**config.mk**
```make
export PLATFORM = sky130hd
export DESIGN_NAME = flag_stripe_gen
export DESIGN_NICKNAME = d
export VERILOG_FILES = /design/src/rtl/flag_pkg.sv /design/src/rtl/flag_palette.sv /design/src/rtl/flag_stripe_gen.sv
export SDC_FILE = /design/constraint.sdc
export NUM_CORES = 1
export LEC_CHECK = 0
export ABC_AREA = 1
export BUFFER_PORTS_ARGS = -buffer_cell sky130_fd_sc_hd__buf_2
export CELL_PAD_IN_SITES_DETAIL_PLACEMENT = 1
export CELL_PAD_IN_SITES_GLOBAL_PLACEMENT = 1
export CORE_AREA = 2 2 112 71
export CTS_BUF_LIST = sky130_fd_sc_hd__clkbuf_8
export CTS_CLUSTER_DIAMETER = 40
export CTS_CLUSTER_SIZE = 20
export DETAILED_ROUTE_END_ITERATION = 16
export DIE_AREA = 0 0 114 73
export PLACE_DENSITY = 0.85
export SYNTH_ARGS = -nofsm -noshare
export SYNTH_HDL_FRONTEND = slang
export SYNTH_SLANG_ARGS = --single-unit
```
**constraint.sdc**
```tcl
create_clock -name clk -period 2.15 [get_ports clk]
set_input_delay 0.1075 -clock clk [delete_from_list [all_inputs] [get_ports clk]]
set_output_delay 0.1075 -clock clk [all_outputs]
set_load 0.02 [all_outputs]
```
**src/rtl/flag_pkg.sv**
```systemverilog
// Shared types and helpers for the flag stripe generator.
package flag_pkg;

  // RRGGBB, two bits per channel
  typedef logic [5:0] color_t;

  // Each stripe is split into this many equal-height bands for the gradient
  localparam int BANDS = 5;

  // Ordered-dither mask for a gradient band: 1 selects the next stripe's colour.
  // Band 0 is all current colour, band 4 all next colour, bands 1..3 step
  // through 1/4, 1/2 and 3/4 coverage of a 2x2 cell.
  function automatic logic dither_sel(input logic [2:0] band,
                                      input logic       x0,
                                      input logic       y0);
    logic sel;
    case (band)
      3'd0:    sel = 1'b0;
      3'd1:    sel = x0 & y0;
      3'd2:    sel = x0 ^ y0;
      3'd3:    sel = ~(x0 & y0);
      default: sel = 1'b1;
    endcase
    return sel;
  endfunction

endpackage

```
**src/rtl/flag_palette.sv**
```systemverilog
// Stripe colour palette: one flop entry per stripe, one write port and two
// combinational read ports. Writes to indices >= NUM_STRIPES are dropped, and
// reads of such indices return black.
module flag_palette
  import flag_pkg::*;
#(
  parameter int NUM_STRIPES = 6
) (
  input  logic       clk,
  input  logic       rst_n,
  input  logic       we,
  input  logic [3:0] waddr,
  input  color_t     wdata,
  input  logic [3:0] raddr_a,
  output color_t     rdata_a,
  input  logic [3:0] raddr_b,
  output color_t     rdata_b
);

  color_t mem [NUM_STRIPES];

  // Entry storage; a write becomes visible on the following cycle
  always_ff @(posedge clk) begin
    if (!rst_n) begin
      for (int i = 0; i < NUM_STRIPES; i++) mem[i] <= '0;
    end else begin
      for (int i = 0; i < NUM_STRIPES; i++) begin
        if (we && (waddr == 4'(i))) mem[i] <= wdata;
      end
    end
  end

  // Read port A (current stripe)
  always_comb begin
    rdata_a = '0;
    for (int i = 0; i < NUM_STRIPES; i++) begin
      if (raddr_a == 4'(i)) rdata_a = mem[i];
    end
  end

  // Read port B (next stripe, gradient target)
  always_comb begin
    rdata_b = '0;
    for (int i = 0; i < NUM_STRIPES; i++) begin
      if (raddr_b == 4'(i)) rdata_b = mem[i];
    end
  end

endmodule

```
**src/rtl/flag_stripe_gen.sv**
```systemverilog
// Horizontal-stripe flag pattern generator for a VGA pixel pipeline.
// Stripe selection comes from a line tracker (stripe s, sub-row r) that steps
// once per visible line, so no divide of pix_y is needed. An optional dithered
// gradient blends one stripe into the next over five bands.
// Build option: define FLAG_SCROLL_EN to enable vertical scrolling, which
// advances the tracker's frame-start position by one line every SCROLL_DIV
// frame_tick pulses. Without it the frame always starts at (0,0) and
// frame_tick has no effect.
module flag_stripe_gen
  import flag_pkg::*;
#(
  parameter int NUM_STRIPES = 6,
  parameter int V_ACTIVE    = 480,
  parameter int V_TOTAL     = 525,
  parameter int H_ACTIVE    = 640,
  parameter int SCROLL_DIV  = 2
) (
  input  logic       clk,
  input  logic       rst_n,
  input  logic [9:0] pix_x,
  input  logic [9:0] pix_y,
  input  logic       video_active,
  input  logic       frame_tick,
  input  logic       pal_we,
  input  logic [3:0] pal_addr,
  input  logic [5:0] pal_data,
  input  logic       grad_en,
  input  logic [3:0] grad_idx,
  output logic [5:0] color
);

  localparam int STRIPE_H = V_ACTIVE / NUM_STRIPES;
  localparam int BAND_H   = STRIPE_H / BANDS;
  localparam int RW       = (STRIPE_H > 1) ? $clog2(STRIPE_H) : 1;

  localparam logic [3:0]    S_LAST  = 4'(NUM_STRIPES - 1);
  localparam logic [RW-1:0] R_LAST  = RW'(STRIPE_H - 1);
  localparam logic [9:0]    X_END   = 10'(H_ACTIVE);
  localparam logic [9:0]    Y_LOAD  = 10'(V_TOTAL - 1);
  localparam logic [9:0]    Y_VLAST = 10'(V_ACTIVE - 1);
  localparam logic [RW-1:0] B1 = RW'(BAND_H);
  localparam logic [RW-1:0] B2 = RW'(2 * BAND_H);
  localparam logic [RW-1:0] B3 = RW'(3 * BAND_H);
  localparam logic [RW-1:0] B4 = RW'(4 * BAND_H);

  // Reject geometries the tracker and band decode cannot represent
  if (NUM_STRIPES < 2 || NUM_STRIPES > 16) begin : g_bad_stripes
    $error("flag_stripe_gen: NUM_STRIPES must be 2..16");
  end
  if ((V_ACTIVE % NUM_STRIPES) != 0 || (STRIPE_H % BANDS) != 0) begin : g_bad_geom
    $error("flag_stripe_gen: V_ACTIVE/NUM_STRIPES must be an integer multiple of 5");
  end
  if (SCROLL_DIV < 1 || SCROLL_DIV > 15) begin : g_bad_div
    $error("flag_stripe_gen: SCROLL_DIV must be 1..15");
  end

  // One-line step of a (stripe, sub-row) pair, shared by tracker and scroll
  function automatic logic [3:0] next_s(input logic [3:0] s_in, input logic [RW-1:0] r_in);
    if (r_in != R_LAST) return s_in;
    return (s_in == S_LAST) ? 4'd0 : s_in + 4'd1;
  endfunction

  function automatic logic [RW-1:0] next_r(input logic [RW-1:0] r_in);
    return (r_in == R_LAST) ? '0 : r_in + RW'(1);
  endfunction

  logic [3:0]    trk_s;
  logic [RW-1:0] trk_r;
  logic [3:0]    scroll_s;
  logic [RW-1:0] scroll_r;
  logic          line_end;

  assign line_end = (pix_x == X_END);

`ifdef FLAG_SCROLL_EN
  logic [3:0] frame_cnt;
  localparam logic [3:0] FC_LAST = 4'(SCROLL_DIV - 1);

  // Frame divider and scroll position; the tracker samples the old pair, so a
  // tick coinciding with the frame load takes effect on the following frame
  always_ff @(posedge clk) begin
    if (!rst_n) begin
      frame_cnt <= '0;
      scroll_s  <= '0;
      scroll_r  <= '0;
    end else if (frame_tick) begin
      if (frame_cnt == FC_LAST) begin
        frame_cnt <= '0;
        scroll_s  <= next_s(scroll_s, scroll_r);
        scroll_r  <= next_r(scroll_r);
      end else begin
        frame_cnt <= frame_cnt + 4'd1;
      end
    end
  end
`else
  logic frame_tick_unused;
  assign frame_tick_unused = frame_tick;
  assign scroll_s = '0;
  assign scroll_r = '0;
`endif

  // Line tracker: load at end of the last frame line, step on visible lines
  always_ff @(posedge clk) begin
    if (!rst_n) begin
      trk_s <= '0;
      trk_r <= '0;
    end else if (line_end) begin
      if (pix_y == Y_LOAD) begin
        trk_s <= scroll_s;
        trk_r <= scroll_r;
      end else if (pix_y < Y_VLAST) begin
        trk_s <= next_s(trk_s, trk_r);
        trk_r <= next_r(trk_r);
      end
    end
  end

  logic [3:0] s_nxt;
  color_t     col_a;
  color_t     col_b;

  assign s_nxt = (trk_s == S_LAST) ? 4'd0 : trk_s + 4'd1;

  flag_palette #(.NUM_STRIPES(NUM_STRIPES)) u_palette (
    .clk     (clk),
    .rst_n   (rst_n),
    .we      (pal_we),
    .waddr   (pal_addr),
    .wdata   (pal_data),
    .raddr_a (trk_s),
    .rdata_a (col_a),
    .raddr_b (s_nxt),
    .rdata_b (col_b)
  );

  logic [2:0] band;
  logic       grad_hit;
  color_t     pix_col;

  // Band of the current sub-row, by constant thresholds
  always_comb begin
    band = 3'd4;
    if (trk_r < B1)      band = 3'd0;
    else if (trk_r < B2) band = 3'd1;
    else if (trk_r < B3) band = 3'd2;
    else if (trk_r < B4) band = 3'd3;
  end

  // Pixel colour: base stripe colour, or dithered blend on the gradient stripe
  always_comb begin
    grad_hit = grad_en && (grad_idx == trk_s) && ({1'b0, grad_idx} < 5'(NUM_STRIPES));
    pix_col  = col_a;
    if (grad_hit && dither_sel(band, pix_x[0], pix_y[0])) pix_col = col_b;
  end

  // Output register, blanked outside the visible area
  always_ff @(posedge clk) begin
    if (!rst_n)            color <= '0;
    else if (video_active) color <= pix_col;
    else                   color <= '0;
  end

endmodule

```
======== After elaboration in Yosys (flattened, before gate mapping) ========
Memories as Yosys holds them, arrays and structs flattened.
Index checks and enable logic that the tools add are counted.
cells by class
  $add $sub $neg .......................... 2
  $lt $le $gt $ge ......................... 6
  equality and inequality tests ........... 24
  multiplexer cells ....................... 55
  bitwise operators ....................... 9
  reduce and logical (&&, ||, !) cells .... 17
operators with widths
  operator                                                               count
  6-bit two-way mux                                                      19
  4-bit by 2-bit equality test with 1-bit output, second input constant  6
  4-bit by 3-bit equality test with 1-bit output, second input constant  6
  1-bit two-way mux                                                      24
  7-bit two-way mux                                                      3
  10-bit equality test, second input constant                            2
  4-bit two-way mux                                                      4
  7-bit by 6-bit < comparator with 1-bit output, second input constant   2
  4-bit by 1-bit equality test with 1-bit output, second input constant  3
  4-bit logical NOT                                                      3
  3-bit two-way mux                                                      4
  10-bit by 9-bit < comparator with 1-bit output, second input constant  1
  1-bit logical AND                                                      9
  7-bit by 1-bit adder with 7-bit output, second input constant          1
  7-bit equality test, second input constant                             1
  7-bit by 5-bit < comparator with 1-bit output, second input constant   1
  7-bit < comparator, second input constant                              1
  7-bit != test, second input constant                                   1
  3-bit by 2-bit equality test with 1-bit output, second input constant  2
  1-bit bitwise OR                                                       6
  4-bit by 1-bit adder with 4-bit output, second input constant          1
  4-bit equality test                                                    1
  4-bit by 3-bit < comparator with 1-bit output, second input constant   1
  1-bit one-hot mux with 4 select lines                                  1
  9 further kinds                                                        10
word-level totals
  flip-flop bits (word level) ............. 17
  bits in writable memories ............... 36
  memories kept ........................... 1
memory list
  name           words  width  read ports  clocked after memory_dff  write ports  RTL line            source
  u_palette.mem  6      6      6           0                         6            flag_palette.sv:20  color_t mem [NUM_STRIPES];

======== Logic depth before layout (Yosys ltp) ========
  word-level depth ........................ 10
  depth in mapped cells ................... 12
  mapped depth without buffers ............ 11

======== By module ========
From an unflattened synthesis, not the netlist that was laid out.
unflattened totals
  cell total of the unflattened synthesis .. 440
  area, all modules ....................... 3329.4 um^2
modules (own cells, without submodules)
  module           times used  cells an instance  area an instance (um^2)
  flag_palette     1           249                2025.7
  flag_stripe_gen  1           191                1303.8

======== Least setup slack after synthesis ========
OpenSTA, ideal clock, no wires.
  path type ............................... register -> register
  from .................................... register trk_r[0]
  to ...................................... register trk_s[3]
  arrival ................................. 1367 ps
  data required time ...................... 2028 ps
  slack ................................... 660 ps
  stages on the path, launching flop included .. 9
  buffers on the path ..................... 0
  cells stage by stage .................... dfxtp_1 ha_1 nand2_1 nor2_1 nand4_1 nand2_1 nand3_1 nand2_1 o21ai_0
between the ends
  cells in the longest elaborated chain, start to end .. 8
RTL lines
  what                                    RTL line                source
  from (decl)                             flag_stripe_gen.sv:68   logic [RW-1:0] trk_r;
  from (signal assigned)                  flag_stripe_gen.sv:111  trk_r <= scroll_r;
  from (signal assigned)                  flag_stripe_gen.sv:114  trk_r <= next_r(trk_r);
  7-bit != test *                         flag_stripe_gen.sv:59   if (r_in != R_LAST) return s_in;
  1-bit two-way mux                       flag_stripe_gen.sv:59
  1-bit two-way mux                       flag_stripe_gen.sv:112  end else if (pix_y < Y_VLAST) begin
  1-bit two-way mux                       flag_stripe_gen.sv:109  if (pix_y == Y_LOAD) begin
  1-bit two-way mux                       flag_stripe_gen.sv:108  end else if (line_end) begin
  1-bit two-way mux                       flag_stripe_gen.sv:105  if (!rst_n) begin
  3-bit != test (no source line) *        -
  3-bit AND reduction (no source line) *  -
  to (signal assigned)                    flag_stripe_gen.sv:110  trk_s <= scroll_s;
  to (signal assigned)                    flag_stripe_gen.sv:113  trk_s <= next_s(trk_s, trk_r);
  to (decl)                               flag_stripe_gen.sv:67   logic [3:0] trk_s;
Every way passes the cells marked *; elsewhere a longest branch is shown, timed or not. The select of a mux whose other input is x is not followed.
A chain may end at the register's enable or synchronous reset.

======== Final worst setup path ========
Ends and elaborated chain as after synthesis.

==> results.sh <==
export IMPL_first_iter_violations=221
export IMPL_core_area_um2=7440
export IMPL_ir_drop_mv=0.277
export IMPL_holdPathStages=3
export IMPL_slew_headroom=0.689
export IMPL_portBuffers=44
export IMPL_diodes=0
export IMPL_yosysTopAreaCell="edfxtp_1"
export IMPL_dr_pass1_iters=4
export IMPL_cts_tree="built"
export IMPL_cp_start_kind="register"
export IMPL_finalSetupViolCount=0
export IMPL_required_ps=2350
export IMPL_path_common_cell="nand2_1"
export IMPL_cts_made_buffers=5
export IMPL_boundaryPins=46
export IMPL_fp_dieW_um=114
export IMPL_postCtsSetupRepairBufs=0
export IMPL_die_h_um=73
export IMPL_dp_hpwl_um=7240
export IMPL_finalMaxSlewViolations=0
export IMPL_final_setup_tns_ps=0
export IMPL_crit_path_max_fanout=4
export IMPL_grt_overflow_total=0
export IMPL_clk_latency_ps=310
export IMPL_syn_nets=448
export IMPL_synth_edf_count=36
export IMPL_ys_types=32
export IMPL_clock_sinks=53
export IMPL_rows=25
export IMPL_grt_pass1_vias=2845
export IMPL_wl_per_cell_um=16.6
export IMPL_finalCritPeriodShare=0.828
export IMPL_nets=496
export IMPL_cts_resized_gates=0
export IMPL_die_area_um2=8320
export IMPL_skew_ps=10.0
export IMPL_n_fill_cell=978
export IMPL_avgSynthCellArea_um2=7.49
export IMPL_fin_crit_ps=1780
export IMPL_grt_pass1_wl_um=14500
export IMPL_yosys_top_cells_area="edfxtp_1, nand2_1, dfxtp_1"
export IMPL_antenna_found_initial=0
export IMPL_end_kind="register"
export IMPL_crit_type="register to register"
export IMPL_clk_pin_slew_ps=100
export IMPL_cellPowerDensity_nw_per_um2=559
export IMPL_start_util=0.409
export IMPL_max_cap_violations=0
export IMPL_tightest_slew_ps=465
export IMPL_dp_cells=541
export IMPL_ant_nets=0
export IMPL_outcome="finished clean"
export IMPL_ys_ff_latch=53
export IMPL_synth_warning_count=0
export IMPL_rsz0062_at_grt="no"
export IMPL_routed_via_density=5.32
export IMPL_hold_class="input pin to register"
export IMPL_drc=0
export IMPL_seq_area_frac_synth=0.467
export IMPL_wirelength_um=9090
export IMPL_area_growth_pct=13.3
export IMPL_grtUsageTotal=0.228
export IMPL_reg2regPathDepth=8
export IMPL_postCtsHoldBufs=0
export IMPL_critPathMaxStageDelay_ps=410
export IMPL_gp_congestion=0.872
export IMPL_vias=2920
export IMPL_netlist_instances=406
export IMPL_ys_async_sr_fraction=0
export IMPL_netlist_area_um2=3040
export IMPL_cp_slowest_cell="dfxtp_1"
export IMPL_fmax_mhz=562
export IMPL_hold_viol_final=0
export IMPL_arrival_ps=1980
export IMPL_path_cells="ha_1 > nand2_1 > nor2_1 > nand4_1 > nand2_1 > nand3_1 > nand2_1 > o21ai_0"
export IMPL_r2r_setup_slack_ps=370
export IMPL_leakagePower_nw=1.48
export IMPL_root_buffer="clkbuf_8"
export IMPL_synth_ff_type="edfxtp_1"
export IMPL_final_cells=549
export IMPL_drive_gt1_frac=0.147
export IMPL_h_tree_depth=2
export IMPL_grt_max_degree=20
export IMPL_synth_top_area_frac=0.355
export IMPL_clock_path_buffers=2
## worst paths after layout
path | startpoint | end
worst max register to register | trk_r[0]$_SDFFE_PN0P_ | trk_s[3]$_SDFFE_PN0P_
worst min-delay path | video_active | color[2]$_SDFF_PN0_
worst max-delay path | trk_r[0]$_SDFFE_PN0P_ | trk_s[3]$_SDFFE_PN0P_
worst min register to register | trk_r[5]$_SDFFE_PN0P_ | trk_r[5]$_SDFFE_PN0P_
## cell usage after synthesis, drive strengths merged, types with 4 or more instances
master,number
edfxtp,36
nand4,22
buf,4
nand2,117
o21ai,16
o22ai,4
inv,44
xor2,4
nor2,76
a21oi,16
dfxtp,17
nor3,5
nand3,33
## sequential cells by signal, indices dropped and copies added, names as in the netlist
register,count
color,6
trk_r,7
trk_s,4
u_palette.mem,36
## worst max-delay path, delay by kind of cell, from the launching register on
family	cells	cell delay, ps
compound gates	1	100
fa+ha+maj	1	260
flops	1	410
simple gates	6	890
## metrics by stage
| step | util | setup slack (ps) | power, W | cell area [µm²] | hold slack, ps |
|---|---|---|---|---|---|
| floorplan | - | 660 | 0.00127 | 3040 | 314 |
| global placement | 0.451 | 500 | 0.00135 | 3360 | 455 |
| detailed placement | 0.451 | 398 | 0.00136 | 3360 | 457 |
| CTS | 0.463 | 366 | 0.00193 | 3450 | 124 |
| global route | 0.463 | 198 | 0.00199 | 3450 | 155 |
| finish | 0.463 | 369 | 0.00193 | 3450 | 132 |
## layout by cell type, fill, tap and decap left out, types with 3 or more instances in the layout
master      n
nand4_1    22
xor2_1      4
nand3_1    32
a21oi_1    16
edfxtp_1   36
clkbuf_8    5
dfxtp_1    17
nand2_1   114
o22ai_1     4
o21ai_0    13
nor3_1      3
inv_1      40
nor2_1     74
clkinv_1    3
inv_2       4
buf_2      44
## where the power goes
group,switching [W],internal (W)
Sequential,0.0000397,0.00113
Clock,0.000352,0.000233
Combinational,0.000111,0.0000574
## area by class of cell
cell class,count,area [µm²],area share
clock buffer,5,68.8,0.0200
clock inverter,3,21.3,0.00617
inverter,46,173,0.0501
multi-input combinational,303,1420,0.411
sequential,53,1420,0.412
tap,94,118,0.0341
timing repair buffer,45,228,0.0661
## kinds of logic after synthesis
| kind of cell | share of synthesized area |
|---|---|
| buffers and inverters | 0.0670 |
| DFF | 0.467 |
| and+or+nand+nor | 0.379 |
| adders and majority gates | 0.00822 |
| xor gates and xnor gates | 0.0115 |
| AOI/OAI and AO/OA | 0.0670 |
## per-layer routing
| metal | track usage | up-vias | routed length [µm] |
|---|---|---|---|
| met5 | 0 | - | 0 |
| met4 | 0.0285 | 0 | 43 |
| met3 | 0.0432 | 5 | 645 |
| met2 | 0.355 | 79 | 3760 |
| met1 | 0.340 | 1395 | 4640 |
| li1 | - | 1441 | - |
No activity file was read; power rests on OpenSTA's default activity.
